--- config.mk ---
export PLATFORM = sky130hd
export DESIGN_NAME = arcade_input_ctrl
export DESIGN_NICKNAME = d
export VERILOG_FILES = /design/src/rtl/arcade_input_pkg.sv /design/src/rtl/ps2_key_latch.sv /design/src/rtl/arcade_input_ctrl.sv
export SDC_FILE = /design/constraint.sdc
export NUM_CORES = 1
export LEC_CHECK = 0
export ABC_AREA = 1
export CORE_ASPECT_RATIO = 1.4
export CORE_MARGIN = 5
export CORE_UTILIZATION = 55
export DETAILED_ROUTE_END_ITERATION = 10
export DONT_BUFFER_PORTS = 1
export GPL_TIMING_DRIVEN = 1
export PLACE_DENSITY = 0.68
export SYNTH_ARGS = -nofsm -noshare
export SYNTH_HDL_FRONTEND = slang
export SYNTH_SLANG_ARGS = --single-unit
export TNS_END_PERCENT = 100
--- constraint.sdc ---
create_clock -name clk_sys -period 2.1 [get_ports clk_sys]
set_input_delay 0 -clock clk_sys [delete_from_list [all_inputs] [get_ports clk_sys]]
set_output_delay 0 -clock clk_sys [all_outputs]
set_load 0.02 [all_outputs]
--- src/rtl/arcade_input_pkg.sv ---
// Shared constants and types for the arcade input conditioning stage:
// PS/2 scancodes, joystick bit positions and the coin FSM state type.
package arcade_input_pkg;

  localparam logic [7:0] SC_UP     = 8'h75;
  localparam logic [7:0] SC_DOWN   = 8'h72;
  localparam logic [7:0] SC_LEFT   = 8'h6B;
  localparam logic [7:0] SC_RIGHT  = 8'h74;
  localparam logic [7:0] SC_CTRL   = 8'h14;
  localparam logic [7:0] SC_SPACE  = 8'h29;
  localparam logic [7:0] SC_START1 = 8'h05;
  localparam logic [7:0] SC_START2 = 8'h06;
  localparam logic [7:0] SC_COIN   = 8'h2E;

  localparam int unsigned JOY_RIGHT  = 32'd0;
  localparam int unsigned JOY_LEFT   = 32'd1;
  localparam int unsigned JOY_DOWN   = 32'd2;
  localparam int unsigned JOY_UP     = 32'd3;
  localparam int unsigned JOY_FIRE   = 32'd4;
  localparam int unsigned JOY_START1 = 32'd5;
  localparam int unsigned JOY_START2 = 32'd6;
  localparam int unsigned JOY_COIN   = 32'd7;
  localparam int unsigned NUM_CTRL   = 32'd8;

  typedef enum logic [1:0] {
    IDLE  = 2'd0,
    PULSE = 2'd1,
    GAP   = 2'd2
  } coin_state_t;

  // Counter must hold max(pulse, gap) - 1 and never collapse to zero bits.
  function automatic int unsigned cnt_width(input int unsigned a, input int unsigned b);
    int unsigned m;
    m = (a > b) ? a : b;
    if ($clog2(m) < 32'd1) begin
      return 32'd1;
    end else begin
      return $clog2(m);
    end
  endfunction

endpackage

--- src/rtl/ps2_key_latch.sv ---
// Turns PS/2 toggle events into held-key levels, laid out like the joystick
// bits so the top can OR them directly.
module ps2_key_latch
  import arcade_input_pkg::*;
(
  input  logic                clk_sys,
  input  logic                reset_n,
  input  logic [10:0]         ps2_key,
  output logic [NUM_CTRL-1:0] keys
);

  logic                tog_q_r;
  logic                armed_r;
  logic [NUM_CTRL-1:0] keys_r;
  logic                event_s;
  logic [NUM_CTRL-1:0] keys_next_s;

  // Scancode decode: one event updates at most one held-key register.
  always_comb begin
    keys_next_s = keys_r;
    event_s     = armed_r & (ps2_key[10] != tog_q_r);
    if (event_s) begin
      case (ps2_key[7:0])
        SC_UP:     keys_next_s[JOY_UP]    = ps2_key[9];
        SC_DOWN:   keys_next_s[JOY_DOWN]  = ps2_key[9];
        SC_LEFT:   keys_next_s[JOY_LEFT]  = ps2_key[9];
        SC_RIGHT:  keys_next_s[JOY_RIGHT] = ps2_key[9];
        SC_CTRL:   keys_next_s[JOY_FIRE]  = ps2_key[9];
        SC_SPACE:  keys_next_s[JOY_FIRE]   = ps2_key[8] ? keys_r[JOY_FIRE]   : ps2_key[9];
        SC_START1: keys_next_s[JOY_START1] = ps2_key[8] ? keys_r[JOY_START1] : ps2_key[9];
        SC_START2: keys_next_s[JOY_START2] = ps2_key[8] ? keys_r[JOY_START2] : ps2_key[9];
        SC_COIN:   keys_next_s[JOY_COIN]   = ps2_key[8] ? keys_r[JOY_COIN]   : ps2_key[9];
        default:   keys_next_s = keys_r;
      endcase
    end else begin
      keys_next_s = keys_r;
    end
  end

  // The unarmed first cycle only samples the toggle, so a stale level is not an event.
  always_ff @(posedge clk_sys or negedge reset_n) begin
    if (!reset_n) begin
      tog_q_r <= 1'b0;
      armed_r <= 1'b0;
      keys_r  <= {NUM_CTRL{1'b0}};
    end else begin
      tog_q_r <= ps2_key[10];
      armed_r <= 1'b1;
      keys_r  <= keys_next_s;
    end
  end

  assign keys = keys_r;

endmodule

--- src/rtl/arcade_input_ctrl.sv ---
// Merges PS/2 keys with both joysticks, applies the Horz remap and produces
// a timed coin pulse with lockout; all player controls leave registered.
module arcade_input_ctrl
  import arcade_input_pkg::*;
#(
  parameter int unsigned COIN_PULSE_CYC = 32'd1_200_000,
  parameter int unsigned COIN_GAP_CYC   = 32'd1_200_000
) (
  input  logic        clk_sys,
  input  logic        reset_n,
  input  logic [10:0] ps2_key,
  input  logic [15:0] joystick_0,
  input  logic [15:0] joystick_1,
  input  logic        rotate,
  output logic        up,
  output logic        down,
  output logic        left,
  output logic        right,
  output logic        fire,
  output logic        start1,
  output logic        start2,
  output logic        coin
);

  localparam int unsigned CNT_W = cnt_width(COIN_PULSE_CYC, COIN_GAP_CYC);
  localparam logic [CNT_W-1:0] PULSE_LOAD = CNT_W'(COIN_PULSE_CYC - 32'd1);
  localparam logic [CNT_W-1:0] GAP_LOAD   = CNT_W'(COIN_GAP_CYC - 32'd1);

  logic [NUM_CTRL-1:0] keys_s;
  logic [NUM_CTRL-1:0] raw_s;
  logic                unused_s;
  logic                up_s, down_s, left_s, right_s;
  logic                coin_req_s, rise_s;
  logic                req_q_r, req_d_r;
  coin_state_t         state_r, state_next_s;
  logic [CNT_W-1:0]    cnt_r, cnt_next_s;
  logic                up_r, down_r, left_r, right_r, fire_r;
  logic                start1_r, start2_r, coin_r;

  ps2_key_latch u_key_latch (
    .clk_sys (clk_sys),
    .reset_n (reset_n),
    .ps2_key (ps2_key),
    .keys    (keys_s)
  );

  assign raw_s      = keys_s | joystick_0[7:0] | joystick_1[7:0];
  assign unused_s   = ^{joystick_0[15:8], joystick_1[15:8]};
  assign coin_req_s = raw_s[JOY_START1] | raw_s[JOY_START2] | raw_s[JOY_COIN];
  assign rise_s     = req_q_r & ~req_d_r;

  // Horz cabinet remap of the four directions.
  always_comb begin
    if (rotate) begin
      up_s    = raw_s[JOY_LEFT];
      down_s  = raw_s[JOY_RIGHT];
      left_s  = raw_s[JOY_DOWN];
      right_s = raw_s[JOY_UP];
    end else begin
      up_s    = raw_s[JOY_UP];
      down_s  = raw_s[JOY_DOWN];
      left_s  = raw_s[JOY_LEFT];
      right_s = raw_s[JOY_RIGHT];
    end
  end

  // Coin FSM next state; edges outside IDLE are simply not looked at.
  always_comb begin
    state_next_s = state_r;
    cnt_next_s   = cnt_r;
    case (state_r)
      IDLE: begin
        if (rise_s) begin
          state_next_s = PULSE;
          cnt_next_s   = PULSE_LOAD;
        end else begin
          state_next_s = IDLE;
        end
      end
      PULSE: begin
        if (cnt_r == {CNT_W{1'b0}}) begin
          state_next_s = GAP;
          cnt_next_s   = GAP_LOAD;
        end else begin
          cnt_next_s = cnt_r - CNT_W'(1'b1);
        end
      end
      GAP: begin
        if (cnt_r == {CNT_W{1'b0}}) begin
          state_next_s = IDLE;
        end else begin
          cnt_next_s = cnt_r - CNT_W'(1'b1);
        end
      end
      default: begin
        state_next_s = IDLE;
        cnt_next_s   = {CNT_W{1'b0}};
      end
    endcase
  end

  // Request history resets high so a start held through reset needs a fresh press.
  always_ff @(posedge clk_sys or negedge reset_n) begin
    if (!reset_n) begin
      state_r <= IDLE;
      cnt_r   <= {CNT_W{1'b0}};
      req_q_r <= 1'b1;
      req_d_r <= 1'b1;
    end else begin
      state_r <= state_next_s;
      cnt_r   <= cnt_next_s;
      req_q_r <= coin_req_s;
      req_d_r <= req_q_r;
    end
  end

  // Output registers; starts are held off while the credit pulse is live.
  always_ff @(posedge clk_sys or negedge reset_n) begin
    if (!reset_n) begin
      up_r     <= 1'b0;
      down_r   <= 1'b0;
      left_r   <= 1'b0;
      right_r  <= 1'b0;
      fire_r   <= 1'b0;
      start1_r <= 1'b0;
      start2_r <= 1'b0;
      coin_r   <= 1'b0;
    end else begin
      up_r     <= up_s;
      down_r   <= down_s;
      left_r   <= left_s;
      right_r  <= right_s;
      fire_r   <= raw_s[JOY_FIRE];
      start1_r <= raw_s[JOY_START1] & (state_r != PULSE);
      start2_r <= raw_s[JOY_START2] & (state_r != PULSE);
      coin_r   <= (state_r == PULSE);
    end
  end

  assign up     = up_r;
  assign down   = down_r;
  assign left   = left_r;
  assign right  = right_r;
  assign fire   = fire_r;
  assign start1 = start1_r;
  assign start2 = start2_r;
  assign coin   = coin_r;

endmodule

# Yosys cells after proc, flatten, opt, wreduce, memory -nomap -nowiden
# Index checks and enable logic that the tools add are counted.
# totals
ff_bits	43
inputBits	46
out_inout_bits	8
wordCells	78
# op_classes
addsub	1
n_eq_ne	18
mux	14
bitwise	10
n_reduce_logical	13
# op_table
cell	count
$mux W21	3
$pmux W21 S3	1
$eq A8 B7 Y1 const B	4
$logic_not A21 Y1	1
$sub A21 B1 Y21 const B	1
$eq A8 B3 Y1 const B	2
$eq A8 B6 Y1 const B	2
$or A8 B8 Y8	2
$reduce_and A2 Y1	6
$reduce_and A3 Y1	4
$ne A2 B2 Y1 const B	5
$eq A8 B5 Y1 const B	1
$mux W1	6
$pmux W2 S3	1
$and A1 B1 Y1	4
$mux W2	2
$eq A2 B1 Y1 const B	1
$eq A2 B2 Y1 const B	1
$logic_not A2 Y1	1
$ne A2 B1 Y1 const B	1
$not A1 Y1	2
$or A1 B1 Y1	2
$pmux W1 S2	1
$reduce_bool A2 Y1	1
$ne A1 B1 Y1	1

# Longest topological paths before layout
# logic_depth
word_depth	4
ltp_mapped	10

# Hierarchy
# From an unflattened synthesis, not the netlist that was laid out.
# unflattened
hier_cells	363
hier_area_um2	2627.5
# modules_own_cells
mod	instances	cells_per_inst	area_each_um2	seq_area_each_um2
arcade_input_ctrl	1	283	2042.0	828.3
ps2_key_latch	1	80	585.6	250.2

# Worst setup path after synthesis
# OpenSTA, ideal clock, no wires.
# synth_path
path_type	reg-to-reg
startpoint	reg cnt_r[0]
endpoint	reg cnt_r[6]
setup_time_ps	138
arrival_time_ps	1382
setup_slack_ps	580
stages_incl_launch_ff	9
synth_period_minus_slack_ps	1520
cell_sequence	dfrtp_1 -> inv_1 -> ha_1 -> nand2_2 -> nor2_8 -> nand4_2 -> nand2_4 -> buf_6 -> a22oi_1
# synth_via
elab_chain_cells	3
elab_cells_between_ends	7
cone_classes	add/sub (1); eq/ne (1); mux (3); reduce/logical (2)
# synth_lines
item	line_no	source
start, declared	arcade_input_ctrl.sv:36	logic [CNT_W-1:0] cnt_r, cnt_next_s;
start signal, assigned	arcade_input_ctrl.sv:106	cnt_r <= {CNT_W{1'b0}};
start signal, assigned	arcade_input_ctrl.sv:111	cnt_r <= cnt_next_s;
$sub A21 B1 Y21 or $logic_not A21 Y1 (tied branches)	--	
$mux W21, or another cell as far along	arcade_input_ctrl.sv:89	if (cnt_r == {CNT_W{1'b0}}) begin
$pmux W21 S3 or $reduce_and A2 Y1 (tied branches)	--	
# Several ways; a longest one is shown, not always the timed one. The select of a mux whose other input is x is not followed.
# A chain may end at the register's enable or synchronous reset.

# Worst setup path after layout
# layout_path
startpoint	reg u_key_latch.keys_r[1], in the netlist u_key_latch.keys[1]
endpoint	reg left_r, in the netlist left
# layout_via
elab_chain_cells	3
# layout_lines
item	line_no	source
start, declared	ps2_key_latch.sv:14	logic [NUM_CTRL-1:0] keys_r;
start signal, assigned	ps2_key_latch.sv:45	keys_r <= {NUM_CTRL{1'b0}};
start signal, assigned	ps2_key_latch.sv:49	keys_r <= keys_next_s;
$or A8 B8 Y8 (2 in series)	arcade_input_ctrl.sv:47	assign raw_s = keys_s | joystick_0[7:0] | joystick_1[7:0];
$mux W1	arcade_input_ctrl.sv:54	if (rotate) begin
net left_s	arcade_input_ctrl.sv:32	logic up_s, down_s, left_s, right_s;
end signal, assigned	arcade_input_ctrl.sv:131	left_r <= left_s;
end, declared	arcade_input_ctrl.sv:37	logic up_r, down_r, left_r, right_r, fire_r;
# The timed path passes the listed nets, and every way through them passes these cells.

==> out/metrics.cfg <==
[route]
drt-initial-drc-count = 142
wl_um = 5730
routed_via_density = 5.18
wl_per_cell_um = 13.3
antenna_left = 0
drcViolationCount = 0
dr_total_vias = 2232
drtPass1Iterations = 4

[grt]
grt_overflow = 0
grt_pass1_wl_um = 10000
antenna_found_initial = 0
grt_start_max_net_pins = 44
grt.total_usage_pct = 22.3
first_global_vias = 2272

[placed_design]
io_buffers = 0
dpl.hpwl_um = 3940
place_congestion = 0.834
place_inst = 396

[clock_tree]
h-tree-depth = 2
cts_resized = 0
worstSkewPairLatency_ns = 0.30
numCtsBuffers = 5
cts_tree = built
clk_pin_slew_ns = 0.09
cts.path.max_buffers = 2
post-cts-setup-buffer-count = 0
clock-sinks = 43
root_buffer = clkbuf_8

[setup_path]
critPathMaxStageDelay_ns = 0.57
arrival_ns = 2.17
crit_family = buffers and inverters
crit_type = reg -> reg
critPathSlowestCell = dlygate4sd3_1
cp_max_fo = 2
critPathBufInv = 3
crit_top_cell = dlygate4sd3_1
critPathRequiredTime_ns = 2.28
cp-end-kind = register
path_cells = nor3_1 > dlygate4sd3_1 > inv_1 > nor2_1 > a21oi_1 > dlygate4sd3_1
start_kind = register

[die]
die_y_um = 88.5
rows = 28
die_w_um = 66.1
die_area_um2 = 5850
core_um2 = 4240
start_util_pct = 57.1
ios = 54

[final_layout]
num-fill-cells = 368
nNetsFinal = 416
final_cells = 431
final_common_cell = nand2_1
final_util_pct = 67.7
top_register = cnt_r
final_cell_mix = nand2_1 (101), nor2_1 (45), dfrtp_1 (41)
drive_gt1_share_pct = 8.65
largest_reg_flops = 21
syn2layout_area_growth_pct = 18.7

[timing]
grt_setup_unrepaired = false
hold_ws_ns = -0.00618
setup_tns_ns = 0
finClkSkew_ns = 0.00812
hold_viol = 1
fmax_mhz = 503
slew-limit-headroom_pct = 63.5
tightest_slew_ns = 0.545
period_minus_slack_ns = 1.99
post-route-period-util_pct = 94.7
slew_violations = 0
finalSetupViolations = 0

[synthesis]
syn-mean-instance-area_um2 = 7.20
synth_area_um2 = 2420
ys_seq_elements = 43
ys_seq_area_share_pct = 44.6
syn_nets = 383
synth_cell_types = 31
synthCells = 336
yosysWarnings = 0

[run_status]
violations = hold timing
status = complete, but fails checks

[power_and_ir_drop]
leakagePower_uw = 0.00138
ir_drop_uv = 529
powerDensity_nw_per_um2 = 1040

[job]
drv_cap = 0

[worst_hold_path]
hp-class = in -> reg

report_power, final:
group	switching (uW)	total, uW	internal, uW
clock network	311	549	238
registers	215	1230	1010
logic	784	1210	431
synth_stat cells (all sizes together):
cell    count  share of area (%)
or2         1               0.26
a21oi       4               0.83
nor3       15                3.1
or3         1               0.26
dfstp       2                2.2
o21bai      1               0.31
nand2     105                 17
ha          1               0.52
nor2       52                9.8
conb        1               0.15
o211ai      1               0.31
o21ai      27                5.6
buf         1               0.47
nand3      30                6.2
xor2        3                1.1
a31o        1               0.36
xnor2       1               0.36
clkbuf      2               0.31
dfrtp      41                 42
a22oi       1               0.31
nand4       7                2.3
and2        1               0.26
inv        37                5.7
metal layers:
| metal | GRT usage (%) | share of wire, % |
|---|---|---|
| met2 | 40.2 | 54 |
| met3 | 4.32 | 4.2 |
| met1 | 25.6 | 40 |
| met5 | 0 | 0 |
| met4 | 9.24 | 2.1 |
cells by family after synthesis:
| logic type | count (synthesis) | synth area share [%] |
|---|---|---|
| AOI/OAI and AO/OA | 35 | 7.70 |
| xor gates and xnor gates | 4 | 1.45 |
| adders and majority gates | 1 | 0.517 |
| buffers and inverters | 40 | 6.51 |
| DFF | 43 | 44.6 |
| other | 1 | 0.155 |
| and+or+nand+nor | 212 | 39.1 |
timing repair:
| action | in CTS | in global routing |
|---|---|---|
| hold endpoints to repair | 59 | 0 |
| hold buffers | 26 | 0 |
| setup endpoints to repair | 0 | 0 |
worst register-to-register path, cell delays in order (launching register included):
cell	delay, ns
dfrtp_1	0.39
nor3_1	0.15
dlygate4sd3_1	0.56
inv_1	0.05
nor2_1	0.09
a21oi_1	0.06
dlygate4sd3_1	0.57
stage by stage:
stage	power (uW)	cell area (um2)	hold slack (ns)	worst slack (ns)
after floorplan	2130	2420	-0.296	0.580
after global placement	2360	2500	-0.294	0.345
after detailed placement	2400	2500	-0.294	0.331
after CTS	3000	2870	0.00295	0.149
after global routing	3260	2870	0.0298	0.0217
final	2990	2870	-0.00618	0.110
cell type report:
| type | count | area, um2 | area share (%) |
|---|---|---|---|
| Antenna cell | 1 | 2.50 | 0.0871 |
| Clock inverter | 3 | 23.8 | 0.828 |
| Clock buffer | 5 | 68.8 | 2.40 |
| Sequential cell | 43 | 1080 | 37.6 |
| Inverter | 37 | 139 | 4.84 |
| Multi-Input combinational cell | 253 | 1180 | 41.2 |
| Timing Repair Buffer | 29 | 300 | 10.5 |
| Tap cell | 60 | 75.1 | 2.61 |
worst paths after layout:
check	slack (ns)	end	startpoint	cells after the start
max	0.11	left$_DFF_PN0_	u_key_latch.keys[1]$_DFFE_PN0P_	6
min	-0.006	u_key_latch.keys[4]$_DFFE_PN0P_	ps2_key[8]	3
max reg2reg	0.11	left$_DFF_PN0_	u_key_latch.keys[1]$_DFFE_PN0P_	6
min reg2reg	0.37	req_d_r$_DFF_PN1_	req_q_r$_DFF_PN1_	0
max in group asynchronous	1.65	req_q_r$_DFF_PN1_	reset_n	2
min in group asynchronous	0.19	cnt_r[3]$_DFFE_PN0P_	reset_n	2
Note: power is estimated with default switching activity, not from simulation.
